==> src/rtl/exmem_skid_buf_if.sv <==
// EX/MEM handshake bundle: valid/ready plus lane data and control word.
// The producer side uses master and the consumer side uses slave.
interface exmem_skid_buf_if #(
  parameter int W  = 16,
  parameter int L  = 4,
  parameter int CW = 16
);
  logic           valid;
  logic           ready;
  logic [L*W-1:0] data;
  logic [CW-1:0]  ctrl;

  modport master (
    output valid,
    output data,
    output ctrl,
    input  ready
  );

  modport slave (
    input  valid,
    input  data,
    input  ctrl,
    output ready
  );
endinterface

==> src/rtl/exmem_skid_buf.sv <==
// EX/MEM two-entry skid buffer with squash flush and occupancy count.
// Every output is decoded from flops only, so ready never ripples back.
module exmem_skid_buf #(
  parameter int W         = 16,
  parameter int L         = 4,
  parameter int CW        = 16,
  parameter bit BYTE_LAST = 1'b1
) (
  input  logic                  clk,
  input  logic                  rst,
  input  logic                  flush,
  exmem_skid_buf_if.slave       in_if,
  exmem_skid_buf_if.master      out_if,
  output logic [1:0]            occupancy
);

  typedef enum logic [1:0] {
    EMPTY = 2'd0,
    ONE   = 2'd1,
    FULL  = 2'd2
  } state_e;

  state_e         state_q, state_d;
  logic [L*W-1:0] m_data_q, m_data_d;
  logic [CW-1:0]  m_ctrl_q, m_ctrl_d;
  logic [L*W-1:0] s_data_q, s_data_d;
  logic [CW-1:0]  s_ctrl_q, s_ctrl_d;

  logic           m_valid;
  logic           s_valid;
  logic           acc;
  logic           pop;
  logic [L*W-1:0] in_mask;

  assign m_valid      = (state_q != EMPTY);
  assign s_valid      = (state_q == FULL);
  assign in_if.ready  = !s_valid;
  assign out_if.valid = m_valid;
  assign out_if.data  = m_data_q;
  assign out_if.ctrl  = m_ctrl_q;
  assign occupancy    = {1'b0, m_valid} + {1'b0, s_valid};

  assign acc = in_if.valid & !s_valid;
  assign pop = m_valid & out_if.ready;

  // Store lane keeps only its low byte when the last lane is byte-wide.
  always_comb begin
    in_mask = in_if.data;
    if (BYTE_LAST) begin
      for (int b = 8; b < W; b++) begin
        in_mask[(L-1)*W+b] = 1'b0;
      end
    end
  end

  // Next-state and register loads; flush squashes everything.
  always_comb begin
    state_d  = state_q;
    m_data_d = m_data_q;
    m_ctrl_d = m_ctrl_q;
    s_data_d = s_data_q;
    s_ctrl_d = s_ctrl_q;
    unique case (state_q)
      EMPTY: begin
        if (acc) begin
          m_data_d = in_mask;
          m_ctrl_d = in_if.ctrl;
          state_d  = ONE;
        end
      end
      ONE: begin
        if (acc && pop) begin
          m_data_d = in_mask;
          m_ctrl_d = in_if.ctrl;
        end else if (acc) begin
          s_data_d = in_mask;
          s_ctrl_d = in_if.ctrl;
          state_d  = FULL;
        end else if (pop) begin
          state_d  = EMPTY;
        end
      end
      FULL: begin
        if (pop) begin
          m_data_d = s_data_q;
          m_ctrl_d = s_ctrl_q;
          state_d  = ONE;
        end
      end
      default: state_d = EMPTY;
    endcase
    if (flush) begin
      state_d  = EMPTY;
      m_data_d = '0;
      m_ctrl_d = '0;
      s_data_d = '0;
      s_ctrl_d = '0;
    end
  end

  // State and entry registers with synchronous active-low reset.
  always_ff @(posedge clk) begin
    if (!rst) begin
      state_q  <= EMPTY;
      m_data_q <= '0;
      m_ctrl_q <= '0;
      s_data_q <= '0;
      s_ctrl_q <= '0;
    end else begin
      state_q  <= state_d;
      m_data_q <= m_data_d;
      m_ctrl_q <= m_ctrl_d;
      s_data_q <= s_data_d;
      s_ctrl_q <= s_ctrl_d;
    end
  end

endmodule

==> src/flat_wrapper.sv <==
// flat-port wrapper written by rule: the top's interface ports become plain ports
module exmem_skid_buf_flat 
#(
  parameter int W         = 16,
  parameter int L         = 4,
  parameter int CW        = 16,
  parameter bit BYTE_LAST = 1'b1
)
  (clk, rst, flush, occupancy, in_if_valid, in_if_data, in_if_ctrl, in_if_ready, out_if_valid, out_if_data, out_if_ctrl, out_if_ready);
  exmem_skid_buf_if #(.W(W), .L(L), .CW(CW)) in_if_i ();
  exmem_skid_buf_if #(.W(W), .L(L), .CW(CW)) out_if_i ();
  input  logic clk;
  input  logic rst;
  input  logic flush;
  output logic [1:0] occupancy;
  input wire logic [$bits(in_if_i.valid)-1:0] in_if_valid;
  input wire logic [$bits(in_if_i.data)-1:0] in_if_data;
  input wire logic [$bits(in_if_i.ctrl)-1:0] in_if_ctrl;
  output wire logic [$bits(in_if_i.ready)-1:0] in_if_ready;
  output wire logic [$bits(out_if_i.valid)-1:0] out_if_valid;
  output wire logic [$bits(out_if_i.data)-1:0] out_if_data;
  output wire logic [$bits(out_if_i.ctrl)-1:0] out_if_ctrl;
  input wire logic [$bits(out_if_i.ready)-1:0] out_if_ready;
  assign in_if_i.valid = in_if_valid;
  assign in_if_i.data = in_if_data;
  assign in_if_i.ctrl = in_if_ctrl;
  assign in_if_ready = in_if_i.ready;
  assign out_if_valid = out_if_i.valid;
  assign out_if_data = out_if_i.data;
  assign out_if_ctrl = out_if_i.ctrl;
  assign out_if_i.ready = out_if_ready;
  exmem_skid_buf #(.W(W), .L(L), .CW(CW), .BYTE_LAST(BYTE_LAST)) u_core (.clk(clk), .rst(rst), .flush(flush), .in_if(in_if_i), .out_if(out_if_i), .occupancy(occupancy));
endmodule
==> config.mk <==
export PLATFORM = sky130hd
export DESIGN_NAME = exmem_skid_buf_flat
export DESIGN_NICKNAME = d
export VERILOG_FILES = /design/src/rtl/exmem_skid_buf_if.sv /design/src/rtl/exmem_skid_buf.sv /design/src/flat_wrapper.sv
export SDC_FILE = /design/constraint.sdc
export NUM_CORES = 1
export LEC_CHECK = 0
export CAP_MARGIN = 20
export CELL_PAD_IN_SITES_DETAIL_PLACEMENT = 1
export CELL_PAD_IN_SITES_GLOBAL_PLACEMENT = 2
export CORE_AREA = 2 2 149 151
export CTS_BUF_LIST = sky130_fd_sc_hd__clkbuf_16
export CTS_CLUSTER_SIZE = 8
export DETAILED_ROUTE_END_ITERATION = 7
export DIE_AREA = 0 0 151 153
export PLACE_DENSITY = 0.9
export SLEW_MARGIN = 10
export SYNTH_ARGS = -nofsm -noshare
export SYNTH_HDL_FRONTEND = slang
export SYNTH_SLANG_ARGS = --single-unit
export TNS_END_PERCENT = 50
==> constraint.sdc <==
create_clock -name clk -period 3.7 [get_ports clk]
set_input_delay 0.37 -clock clk [delete_from_list [all_inputs] [get_ports clk]]
set_output_delay 0.37 -clock clk [all_outputs]
set_load 0.03 [all_outputs]
======== Word-level counts from Yosys, hierarchy flattened ========
Cells that the tools add are included.
cells by class
  add/sub/neg operators ................... 1
  equal/unequal tests ..................... 7
  muxes and demuxes ....................... 14
  bitwise logic cells ..................... 4
  reductions and logical operators ........ 9
operator list
  kind                  count
  $mux W64              3
  $pmux W64 S3          1
  $mux W16              3
  $pmux W16 S3          1
  $mux W2               5
  $reduce_and A4 Y1     2
  $pmux W2 S3           1
  $ne A2 B1 Y1 const B  2
  $ne A2 B2 Y1 const B  2
  $ne A3 B1 Y1 const B  1
  $reduce_and A3 Y1     1
  $reduce_bool A3 Y1    1
  $add A1 B1 Y2         1
  $and A1 B1 Y1         2
  $eq A2 B1 Y1 const B  1
  $eq A2 B2 Y1 const B  1
  $logic_not A2 Y1      1
  $not A1 Y1            2
  $reduce_bool A2 Y1    1
  $reduce_or A2 Y1      1
  $logic_and A1 B1 Y1   1
  $logic_not A1 Y1      1
word-level totals
  bits in registers ....................... 154
  input port bits ......................... 85
  output and inout bits ................... 84

======== Longest topological paths before layout ========
  word-level depth ........................ 6
  gate-level depth with buffers ........... 6
  mapped depth without buffers ............ 4

======== Worst setup path before layout ========
No wires, ideal clock.
  path kind ............................... flip-flop to flip-flop
  start point ............................. register u_core.state_q[0]
  end point ............................... register u_core.m_data_q[53] (netlist: u_core.out_if.data[53])
  library setup time ...................... 0.089 ns
  arrival time ............................ 1.384 ns
  data required time ...................... 3.611 ns
  path slack .............................. 2.228 ns
  cell stages (with the launch flop) ...... 6
  buffers on the path ..................... 1
  period minus slack after synthesis ...... 1.472 ns
  path through ............................ dfxtp_1 > nand2b_1 > inv_1 > clkbuf_1 > nand2_1 > a311oi_2
on the way
  word-level cells in the longest chain between the ends .. 6
  elaborated cells on any way between the ends .. 14
  classes of those cells .................. 5 x eq/ne; 1 x mux; 2 x bitwise; 6 x reduce/logical
ends and longest elaborated chain
  element                             line                                        source
  from (decl)                         exmem_skid_buf.sv:23                        state_e state_q, state_d;
  from (signal assigned)              exmem_skid_buf.sv:110                       state_q <= state_d;
  $eq A2 B2 Y1                        exmem_skid_buf.sv:36, exmem_skid_buf.sv:63
  $logic_not A1 Y1                    exmem_skid_buf.sv:43                        assign acc = in_if.valid & !s_valid;
  $and A1 B1 Y1                       exmem_skid_buf.sv:43
  $logic_and A1 B1 Y1                 exmem_skid_buf.sv:72                        if (acc && pop) begin
  $ne A2 B1 Y1 (no source line)       -
  $reduce_and A4 Y1 (no source line)  -
  to (signal assigned)                exmem_skid_buf.sv:111                       m_data_q <= m_data_d;
  to (decl)                           exmem_skid_buf.sv:24                        logic [L*W-1:0] m_data_q, m_data_d;
Several ways; a longest one is shown, not always the timed one.
A chain may end at the register's enable or synchronous reset.

======== Final worst setup path ========
  start point ............................. register u_core.state_q[0]
  end point ............................... output port in_if_ready
on the way
  word-level cells in the longest chain between the ends .. 2
ends and longest elaborated chain
  element           line                  source
  $eq A2 B2 Y1      exmem_skid_buf.sv:36  assign s_valid = (state_q == FULL);
  $logic_not A1 Y1  exmem_skid_buf.sv:37  assign in_if.ready = !s_valid;
  to (decl)         flat_wrapper.sv:19    output wire logic [$bits(in_if_i.ready)-1:0] in_if_ready;
Every way passes these cells.

==> out/results.ini <==
[run_status]
status = completed

[setup_path]
start_kind = flop
rr_endpoint = u_core.out_if.data[27]$_SDFFE_PP0P_
critPathMaxFanout = 36
cp-end-kind = primary output
required_ns = 3.33
rr_startpoint = u_core.state_q[1]$_SDFFE_PP0P_
crit_type = reg -> out
slowest_stage = clkdlybuf4s50_1
rr_worst_depth = 5
crit_path_cell_trace = nand2b_4, clkdlybuf4s50_1
crit_arrival_ns = 2.32
crit_path_max_incr_delay_ns = 0.77
reg2reg_slack_ns = 1.28

[grt]
grt_pass1_wl_um = 32700
met1_usage_pct = 22.9
grt_use_total_pct = 17.9
grt_max_degree = 74
grt_pass1_vias = 6015
gr-max-usage-layer = met2
antenna_found_initial = 0
grt_use_met2_pct = 30.9
use_met3_pct = 3.31
grt_overflow = 0

[die]
die_h_um = 153
die_w_um = 151
die_area_um2 = 23100
start_util_pct = 30.4
num_rows = 54
ios = 169
core_area_um2 = 21500

[power]
design_power_total_mw = 3.91
pwr-share-comb_pct = 13.4
leakage_nw = 2.86
seq_power_share_pct = 41.9
power_density_nw_per_um2 = 443
clkPwrFrac_pct = 44.7
netSwitchingFraction_pct = 26.0
p_int_mw = 2.89
p_sw_mw = 1.02
irDropWorstVdd_mv = 0.274

[synth]
synth_area_um2 = 6540
synth_top_area_share_pct = 44.7
synth.distinct_cells = 24
ys_warn_count = 0
synthCells = 758
synth_edf_count = 0
synth_area_leader_cell = dfxtp_1
synthArstFlopShare_pct = 0
ys_top_cells_by_area = dfxtp_1 45%, nand2_1 17%, a311oi_2 16%, a211oi_1 8.3%, a21oi_1 5.7%
yosysMostFrequentCell = nand2_1
avgSynthCellArea_um2 = 8.63
synth_ff_type = dfxtp_1
synth_seq_cells = 146
seq_area_frac_synth_pct = 44.7
yosys-top-cells-count = 289 x nand2_1, 146 x dfxtp_1, 74 x a21oi_1

[timing]
final.setup_skew_ns = 0.00728
rsz0062_at_grt = false
hold_viol = 0
finalMaxSlewViolations = 0
max_slew_margin_pct = 37.4
tightest_slew_ns = 0.939
finalSetupViolations = 0
period_minus_slack_ns = 2.69
fin_crit_sh_pct = 72.7
max_freq_mhz = 372
finalWorstSetupSlack_ns = 1.01
fin_tns_setup_ns = 0

[worst_hold_path]
holdPathEnd = u_core.s_data_q[19]$_SDFFE_PP0P_
min-delay-start = u_core.s_data_q[19]$_SDFFE_PP0P_
worstHoldPathType = reg -> reg
hold_depth = 2

[clock_tree]
clk_latency_ns = 0.42
clk_pin_slew_ns = 0.06
clock-root-buffer = clkbuf_16
cts.htree.levels = 4
cts_resized = 0
clock_sinks = 146
max-clock-path-buffers = 2
cts_setup_buffers = 0
cts_hold_buffers = 0
cts_tree = done
numCtsBuffers = 17

[routing]
wirelength_um = 20400
vias = 5885
dr.pass1.iters = 4
drc = 0
vias_per_cell = 5.10
wl_per_cell_um = 17.7
drt_iter0_markers = 209
ant_nets = 0

[run]
drv_cap = 0

[placement]
pre_cts_slack_ns = 0.979
dpl_cell_area_um2 = 8230
port_buffers = 152
place_hpwl_um = 11900
dpl.cell_count = 1122
gp_congestion = 0.708

[cells_and_area]
fillers = 2475
drive_gt1_share_pct = 14.3
final_cell_area_um2 = 8830
layout.nets = 946
finalNonFillerCells = 1154
diodes = 0
seq_area_um2 = 2920
multi_input_area_um2 = 3270
area_delta_synth_final_pct = 35.0

==> worst max path at each step <==
stage | slack (ns) | to | start | cells past startpoint
final | 1.01 | in_if_ready | u_core.state_q[0]$_SDFFE_PP0P_ | 2
after global routing | 0.92 | in_if_ready | u_core.state_q[0]$_SDFFE_PP0P_ | 2
after detailed placement | 0.98 | u_core.out_if.data[44]$_SDFFE_PP0P_ | out_if_ready | 5
after global placement | 1.06 | u_core.out_if.data[33]$_SDFFE_PP0P_ | in_if_valid | 5
after floorplan | 2.23 | u_core.out_if.data[53]$_SDFFE_PP0P_ | u_core.state_q[0]$_SDFFE_PP0P_ | 5
after CTS | 0.98 | in_if_ready | u_core.state_q[0]$_SDFFE_PP0P_ | 2
==> sequential cells by signal, indices dropped and copies added, names as in the netlist <==
name and count:
u_core.out_if.ctrl 16, u_core.state_q 2, u_core.out_if.data 56, u_core.s_ctrl_q 16
u_core.s_data_q 56
==> layout by cell type (no fill, tap or decap), drive strengths merged <==
master         count
a311oi            72
buf               14
clkbuf            17
clkinvlp           5
bufinv             3
and2               1
clkdlybuf4s50    152
or2                1
nor2b              1
a21o               2
a211oi            72
and3b              1
nor4bb             1
or3b               1
a21oi             74
inv                3
dfxtp            146
nand2            289
conb               8
o21bai             1
nand2b             3
nand4bb            1
nor3               1
clkinv             5
==> per-layer routing <==
layer  share of wire [%]  wire length, µm
met2                  50            10100
met4                 1.1              215
met1                  46             9350
met3                 3.4              691
met5                   0                0
==> metrics by stage <==
step / utilization, % / hold WS [ns]
2_1_floorplan: - / 0.437
3_5_place_dp: 38.3 / 0.447
6_report: 41.1 / 0.454
4_1_cts: 41.1 / 0.456
5_1_grt: 41.1 / 0.475
3_3_place_gp: 38.3 / 0.442
==> final cells by class <==
type	count	share of cell area (%)
repair buffers	166	19.1
flip-flops and latches	146	33.1
well taps	280	3.97
clock inverters	15	1.90
clock buffers	17	4.82
inverters	1	0.0425
multi-input cells	529	37.0
==> critical path: cells and delay by family (launching register included) <==
| kind | cells | cell delay [ns] |
|---|---|---|
| DFF | 1 | 0.58 |
| and+or+nand+nor | 1 | 0.55 |
| buffers and inverters | 1 | 0.77 |
==> logic make-up (layout without fill, tap and decap cells) <==
group / Yosys count / count (layout) / share of synthesized area (%)
AO/OA/AOI/OAI: 221 / 221 / 30.6
buffers and inverters: 90 / 199 / 6.79
flip-flops: 146 / 146 / 44.7
other: 1 / 8 / 0.0574
AND/OR/NAND/NOR: 300 / 300 / 17.8
==> power by group through the flow <==
| stage | Sequential, mW | Combinational [mW] | Clock (mW) |
|---|---|---|---|
| finish | 1.64 | 0.523 | 1.75 |
| global route | 1.64 | 0.562 | 1.86 |
| CTS | 1.64 | 0.529 | 1.81 |
| detailed placement | 1.67 | 0.527 | 0 |
| global placement | 1.67 | 0.523 | 0 |
| floorplan | 1.74 | 0.238 | 0 |
(Power assumes the default switching activity.)
